==> src/rtl/sum_sq.sv <==
// Sequential a*a + b*b by shift-add, one operand bit per cycle (a first, then b).
// Feeds a downstream sqrt stage through done and y_b.
module sum_sq #(
  parameter int W = 8
) (
  input  logic         clk,
  input  logic         rst,
  input  logic [W-1:0] a_b,
  input  logic [W-1:0] b_b,
  input  logic         start,
  output logic         busy,
  output logic         done,
  output logic [23:0]  y_b
);

  localparam int AW = 2 * W + 1;
  localparam int CW = (W > 1) ? $clog2(W) : 1;

  typedef enum logic [1:0] {
    IDLE = 2'd0,
    SQ_A = 2'd1,
    SQ_B = 2'd2
  } state_t;

  state_t          state_q, state_d;
  logic [W-1:0]    a_q, a_d;
  logic [W-1:0]    b_q, b_d;
  logic [AW-1:0]   acc_q, acc_d;
  logic [CW-1:0]   cnt_q, cnt_d;
  logic            busy_q, busy_d;
  logic            done_q, done_d;
  logic [23:0]     y_q, y_d;

  logic [W-1:0]    operand_s;
  logic [AW-1:0]   addend_s;
  logic [AW-1:0]   sum_s;
  logic            last_s;

  // Datapath: select the operand being squared and form the partial-product sum.
  always_comb begin
    operand_s = {W{1'b0}};
    if (state_q == SQ_B) begin
      operand_s = b_q;
    end else begin
      operand_s = a_q;
    end
    if (operand_s[cnt_q] == 1'b1) begin
      addend_s = AW'(operand_s) << cnt_q;
    end else begin
      addend_s = {AW{1'b0}};
    end
    sum_s  = acc_q + addend_s;
    last_s = (cnt_q == CW'(W - 1));
  end

  // Next-state and output logic; done defaults low so it can only pulse.
  always_comb begin
    state_d = state_q;
    a_d     = a_q;
    b_d     = b_q;
    acc_d   = acc_q;
    cnt_d   = cnt_q;
    busy_d  = busy_q;
    done_d  = 1'b0;
    y_d     = y_q;
    case (state_q)
      IDLE: begin
        if (start == 1'b1) begin
          a_d     = a_b;
          b_d     = b_b;
          acc_d   = {AW{1'b0}};
          cnt_d   = {CW{1'b0}};
          busy_d  = 1'b1;
          state_d = SQ_A;
        end else begin
          busy_d  = 1'b0;
        end
      end
      SQ_A: begin
        acc_d = sum_s;
        if (last_s) begin
          cnt_d   = {CW{1'b0}};
          state_d = SQ_B;
        end else begin
          cnt_d   = cnt_q + CW'(1);
        end
      end
      SQ_B: begin
        acc_d = sum_s;
        if (last_s) begin
          cnt_d   = {CW{1'b0}};
          y_d     = 24'(sum_s);
          done_d  = 1'b1;
          busy_d  = 1'b0;
          state_d = IDLE;
        end else begin
          cnt_d   = cnt_q + CW'(1);
        end
      end
      default: begin
        busy_d  = 1'b0;
        state_d = IDLE;
      end
    endcase
  end

  // State and output registers; reset clears everything including the result.
  always_ff @(posedge clk or posedge rst) begin
    if (rst) begin
      state_q <= IDLE;
      a_q     <= {W{1'b0}};
      b_q     <= {W{1'b0}};
      acc_q   <= {AW{1'b0}};
      cnt_q   <= {CW{1'b0}};
      busy_q  <= 1'b0;
      done_q  <= 1'b0;
      y_q     <= 24'd0;
    end else begin
      state_q <= state_d;
      a_q     <= a_d;
      b_q     <= b_d;
      acc_q   <= acc_d;
      cnt_q   <= cnt_d;
      busy_q  <= busy_d;
      done_q  <= done_d;
      y_q     <= y_d;
    end
  end

  assign busy = busy_q;
  assign done = done_q;
  assign y_b  = y_q;

endmodule

==> config.mk <==
export PLATFORM = sky130hd
export DESIGN_NAME = sum_sq
export DESIGN_NICKNAME = d
export VERILOG_FILES = /design/src/rtl/sum_sq.sv
export SDC_FILE = /design/constraint.sdc
export NUM_CORES = 1
export LEC_CHECK = 0
export CAP_MARGIN = 20
export CORE_ASPECT_RATIO = 0.5
export CORE_MARGIN = 2
export CORE_UTILIZATION = 60
export DETAILED_ROUTE_END_ITERATION = 10
export GPL_TIMING_DRIVEN = 0
export HOLD_SLACK_MARGIN = 0.12
export PLACE_DENSITY = 0.84
export SLEW_MARGIN = 10
export SYNTH_ARGS = -nofsm -noshare
export SYNTH_HDL_FRONTEND = slang
export SYNTH_SLANG_ARGS = --single-unit
==> constraint.sdc <==
create_clock -name clk -period 7.71 [get_ports clk]
set_input_delay 1.542 -clock clk [delete_from_list [all_inputs] [get_ports clk]]
set_output_delay 1.542 -clock clk [all_outputs]
set_load 0.05 [all_outputs]
Yosys cells after proc, flatten, opt, wreduce, memory -nomap -nowiden:

Cells that the tools add are included.

* register bits after elaboration: 57
* input bits: 19
* logic and storage cells: 45

* add/sub/neg operators: 2
* order comparisons: 1
* equality and inequality tests: 6
* shift operators: 1
* mux-type cells: 18
* bitwise gates (word level): 1
* reduce and logical (&&, ||, !) cells: 8

Operators with widths (count)
* $mux W17: 2
* $pmux W17 S2: 1
* $add A17 B17 Y17: 1
* $shl A8 B3 Y17: 1
* $mux W8: 1
* $reduce_and A2 Y1: 4
* $mux W2: 3
* $mux W3: 2
* $ne A2 B2 Y1 const B: 3
* $pmux W2 S3: 1
* $pmux W3 S2: 1
* $mux W1: 5
* $lt A3 B4 Y1 const B: 1
* $add A3 B1 Y3 const B: 1
* $bmux W1 S3: 1
* $eq A3 B3 Y1 const B: 1
* $pmux W1 S3: 1
* $reduce_and A3 Y1: 1
* $eq A2 B1 Y1 const B: 1
* $eq A2 B2 Y1 const B: 1
* $logic_not A2 Y1: 1
* $reduce_bool A2 Y1: 1
* $reduce_or A2 Y1: 1
* $not A1 Y1: 1

Depth between registers and ports, before layout:

* depth after elaboration: 7
* mapped depth: 17

Worst setup path before layout:

Ideal clock, no wire load.

* path kind: reg2reg
* start point: register state_q[0]
* end point: register y_q[12] (netlist: y_b[12])
* library setup time: 0.130 ns
* arrival time: 3.191 ns
* setup slack: 4.389 ns
* stages on the path, launching flop included: 17
* buffers on the path: 2
* cell sequence: dfrtp_1 -> inv_1 -> ha_1 -> buf_2 -> buf_2 -> mux4_2 -> mux2i_1 -> nor2_1 -> a21oi_1 -> nor2_2 -> ha_1 -> a21o_1 -> a221oi_2 -> o21ai_1 -> a21oi_1 -> xor2_1 -> o21ai_0

* word-level cells in the longest chain between the ends: 6
* elaborated cells on any way between the ends: 8
* classes of those cells: add/sub (1); eq/ne (1); shift (1); mux (4); reduce/logical (1)

Ends and longest elaborated chain
* start, declared: line 25 `state_t state_q, state_d;`
* start signal, assigned: line 119 `state_q <= state_d;`
* $eq A2 B2 Y1 (*): line 42, 66
* $mux W8: line 42 `if (state_q == SQ_B) begin`
* $bmux W1 S3: line 47 `if (operand_s[cnt_q] == 1'b1) begin`
* $mux W1 (not written as such): line 47
* $mux W17: line 47
* $add A17 B17 Y17: line 52 `sum_s = acc_q + addend_s;`
* end signal, assigned: line 126 `y_q <= y_d;`
* end, declared: line 32 `logic [23:0] y_q, y_d;`

Mark *: on every way between the ends. The rest lies on a longest branch, timed or not. The select of a mux whose other input is x is not followed.
A chain may end at the register's enable or synchronous reset.

Worst setup path in the final report:

Ends and elaborated chain as after synthesis.

==> impl_metrics.csv <==
group,metric,value,unit
floorplan,rows,19,
floorplan,die_width,114,µm
worst_setup_path,cp-end-kind,"register",
worst_setup_path,path_cells,"inv_1, ha_1, buf_2, buf_2, mux4_2, mux2i_1, nor2_1, a21oi_1, nor2_2, ha_1, a21o_1, a221oi_2, o21ai_1, a21oi_1, xor2_1, o21ai_0",
timing,skew,0.00538,ns
worst_setup_path,slowest_delay,0.47,ns
cts,htreeDepth,3,
power_and_ir_drop,power_density,455,mW/mm²
timing,hold_viol,0,
timing,setup_viol,0,
power_and_ir_drop,vdd.ir_drop.worst,0.267,mV
power_and_ir_drop,p_leak,2.03,nW
cts,root_buffer,"clkbuf_16",
timing,grt_setup_unrepaired,"false",
power_and_ir_drop,p_switching,0.860,mW
cts,clock_latency,0.33,ns
power_and_ir_drop,swShare,43.0,%
outcome,status,"complete, no violations",
timing,fmax,251,MHz
detailed_routing,vias,2749,
synthesis,synth-seq-cells,57,
detailed_routing,ant_nets,0,
grt,grt_overflow,0,
worst_setup_path,critical_path_class,"reg2reg",
synthesis,synth_ff_type,"dfrtp_1",
grt,grt_start_max_net_pins,31,
placed_design,hpwl,6080,µm
floorplan,initial_core_util,63.9,%
worst_setup_path,start_kind,"register",
power_and_ir_drop,p_seq_share,24.2,%
synthesis,syn_area,0.00360,mm²
final_layout,nFillCells,369,
timing,period_share,51.6,%
floorplan,core,0.00563,mm²
timing,tns,0,ns
worst_setup_path,cp_top_family,"compound AO/OA/AOI/OAI gates",
worst_setup_path,cp_data_arrival_time,4.18,ns
worst_hold_path,hold_path.class,"reg2reg",
floorplan,dieHeight,58.8,µm
grt,grt_use_total,26.2,%
floorplan,die_area,0.00668,mm²
cts,ctsResizeCount,0,
power_and_ir_drop,p_int,1.14,mW
final_layout,final_nets,430,
timing,slew_headroom,57.9,%
power_and_ir_drop,p_clk_share,18.5,%
detailed_routing,drt_pass1_iterations,5,
synthesis,async_flop_share,100,%
detailed_routing,drc_errors,0,
timing,drv_slew,0,
placed_design,gp_congestion,0.900,
detailed_routing,wl_per_cell,16.8,µm
worst_setup_path,required,7.92,ns
floorplan,io_pins,45,
detailed_routing,viasPerCell,5.89,
detailed_routing,wl,7840,µm
final_layout,num_antenna_cells,0,
worst_setup_path,crit_buf_inv,3,
timing,worst_slew_pin_slew,0.630,ns
synthesis,synth_edf_count,0,
timing,worst_slack,3.73,ns
synthesis,synthCells,334,
placed_design,pre_cts_slack,3.80,ns
synthesis,syn_avg_cell_area,10.8,µm²
cts,cts_buffers,9,
final_layout,drive_gt1_share,19.8,%
cts,postCtsHoldBufs,0,
flow_run,maxCapViolCount,0,
cts,clkSlewWorstSetupHoldPaths,0.05,ns
placed_design,io_buffers,37,
power_and_ir_drop,p_comb_share,57.3,%
synthesis,ys_seq_area_share,39.6,%
cts,clock_sinks,57,
grt,grt_pass1_wl,13100,µm
synthesis,yosysWarningCount,0,
timing,period_needed,3.98,ns
worst_setup_path,crit_slowest_cell,"a221oi_2",
grt,antenna_found_initial,0,
final_layout,syn_to_final_growth,21.8,%
cts,cts_tree,"done",
worst_setup_path,path_max_fanout,10,
detailed_routing,drt_iter0_markers,156,
cts,clock_path_buffers,2,
cts,cts_setup_buffers,0,
synthesis,synthDistinctLibCells,53,
grt,grt_pass1_vias,2626,
[sequential cells by signal, indices dropped and copies added (netlist names)]
register / count
busy: 1
acc_q: 17
a_q: 8
b_q: 8
done: 1
y_b: 17
cnt_q: 3
state_q: 2
[worst register-to-register path, cell delays in order, from the launching register on]
cell and delay, ns:
dfrtp_1 0.42, inv_1 0.10, ha_1 0.15, buf_2 0.19
buf_2 0.28, mux4_2 0.37, mux2i_1 0.25, nor2_1 0.07
a21oi_1 0.17, nor2_2 0.05, ha_1 0.36, a21o_1 0.24
a221oi_2 0.47, o21ai_1 0.20, a21oi_1 0.22, xor2_1 0.22
o21ai_0 0.10
[synthesized netlist by cell type, types with 2 or more instances]
library cell,number,area [µm²]
ha_1,21,263
and3_1,5,31.3
nand2b_1,2,12.5
nand3_1,4,20.0
and2_1,6,37.5
inv_1,8,30.0
xnor2_1,7,61.3
a21o_1,6,45.0
a21oi_1,21,105
dfrtp_1,57,1430
or2_2,2,12.5
mux2_2,26,293
clkbuf_1,7,26.3
mux2i_1,9,90.1
nor2_1,15,56.3
and4_1,2,17.5
o21ai_0,16,80.1
a21boi_0,5,37.5
a31o_2,3,26.3
mux4_1,5,131
nand2_1,31,116
nor2b_1,3,18.8
buf_4,7,52.6
buf_2,5,25.0
a211oi_1,3,22.5
nor2_2,4,25.0
o31ai_1,3,22.5
o21ai_1,3,15.0
a22o_1,12,105
mux4_2,6,135
xor2_1,6,52.6
nand2_2,2,12.5
o21a_1,2,15.0
[cells in the final DEF (no fill, tap or decap), types with 3 or more instances in the layout]
master,instances
dfrtp_1,57
clkdlybuf4s50_1,37
nand2_1,31
mux2_2,26
a21oi_1,21
ha_1,21
o21ai_0,16
nor2_1,15
a22o_1,12
mux2i_1,9
clkbuf_16,9
inv_1,7
clkbuf_1,7
xnor2_1,7
buf_4,7
conb_1,7
a21o_1,6
and2_1,6
xor2_1,6
mux4_2,6
and3_1,5
a21boi_0,5
buf_2,5
mux4_1,5
nand3_1,4
nor2_2,4
o31ai_1,3
a31o_2,3
nor2b_1,3
a211oi_1,3
o21ai_1,3
clkinv_2,3
[final timing paths]
kind	startpoint	end	slack, ns	depth (start not counted)
worst max register to register	state_q[0]$_DFFE_PP0P_	y_b[12]$_DFFE_PP0P_	3.73	16
worst min register to register	y_b[12]$_DFFE_PP0P_	y_b[12]$_DFFE_PP0P_	0.48	2
worst min-delay path	y_b[12]$_DFFE_PP0P_	y_b[12]$_DFFE_PP0P_	0.48	2
min in group asynchronous	rst	a_q[6]$_DFFE_PP0P_	1.62	2
max in group asynchronous	rst	y_b[11]$_DFFE_PP0P_	5.52	3
worst max-delay path	state_q[0]$_DFFE_PP0P_	y_b[12]$_DFFE_PP0P_	3.73	16
[power by group through the flow]
| stage | logic [mW] | clock network, mW | registers [mW] |
|---|---|---|---|
| 5_1_grt | 1.26 | 0.390 | 0.496 |
| 2_1_floorplan | 0.839 | 0 | 0.513 |
| 3_3_place_gp | 1.10 | 0 | 0.478 |
| 4_1_cts | 1.14 | 0.375 | 0.483 |
| 3_5_place_dp | 1.13 | 0 | 0.487 |
| 6_report | 1.14 | 0.371 | 0.483 |
[stage by stage]
stage               std cells  power [mW]  cell area, µm²  utilization [%]  hold WS, ns
detailed placement        451        1.62            4110             72.9        0.470
global route              467        2.15            4390             77.9        0.506
global placement          450        1.57            4090             72.5        0.459
finish                    467        2.00            4390             77.9        0.477
floorplan                 340        1.35            3620                -        0.455
CTS                       467        2.00            4390             77.9        0.482
[kinds of logic (layout without fill, tap and decap cells)]
group           Yosys count  after routing  synth area share, %
xor+xnor                 13             13                 3.16
buf+inv                  30             84                 4.55
flops                    57             57                 39.6
compound gates           82             82                 15.3
fa+ha+maj                22             22                 7.85
mux                      46             46                 18.0
other cells               1              7                0.104
simple gates             83             83                 11.4
[layer usage]
layer  vias up  share of wire, %  GRT usage, %  routed length (µm)
li1       1316                 -             -                   -
met1      1329                47          35.2                3720
met2        89                45          41.1                3490
met3        15               6.4          8.65                 505
met4         0               1.6          9.06                 127
met5         -                 0             0                   0
[area by class of cell]
type | count | area (µm²) | share of cell area (%)
clock inverters | 5 | 30.0 | 0.684
well taps | 73 | 91.3 | 2.08
plain buffers | 22 | 134 | 3.05
inverters | 8 | 30.0 | 0.684
flip-flops and latches | 57 | 1430 | 32.5
clock buffers | 11 | 253 | 5.76
repair buffers | 38 | 390 | 8.89
multi-input cells | 253 | 2030 | 46.4
(Power assumes the default switching activity.)
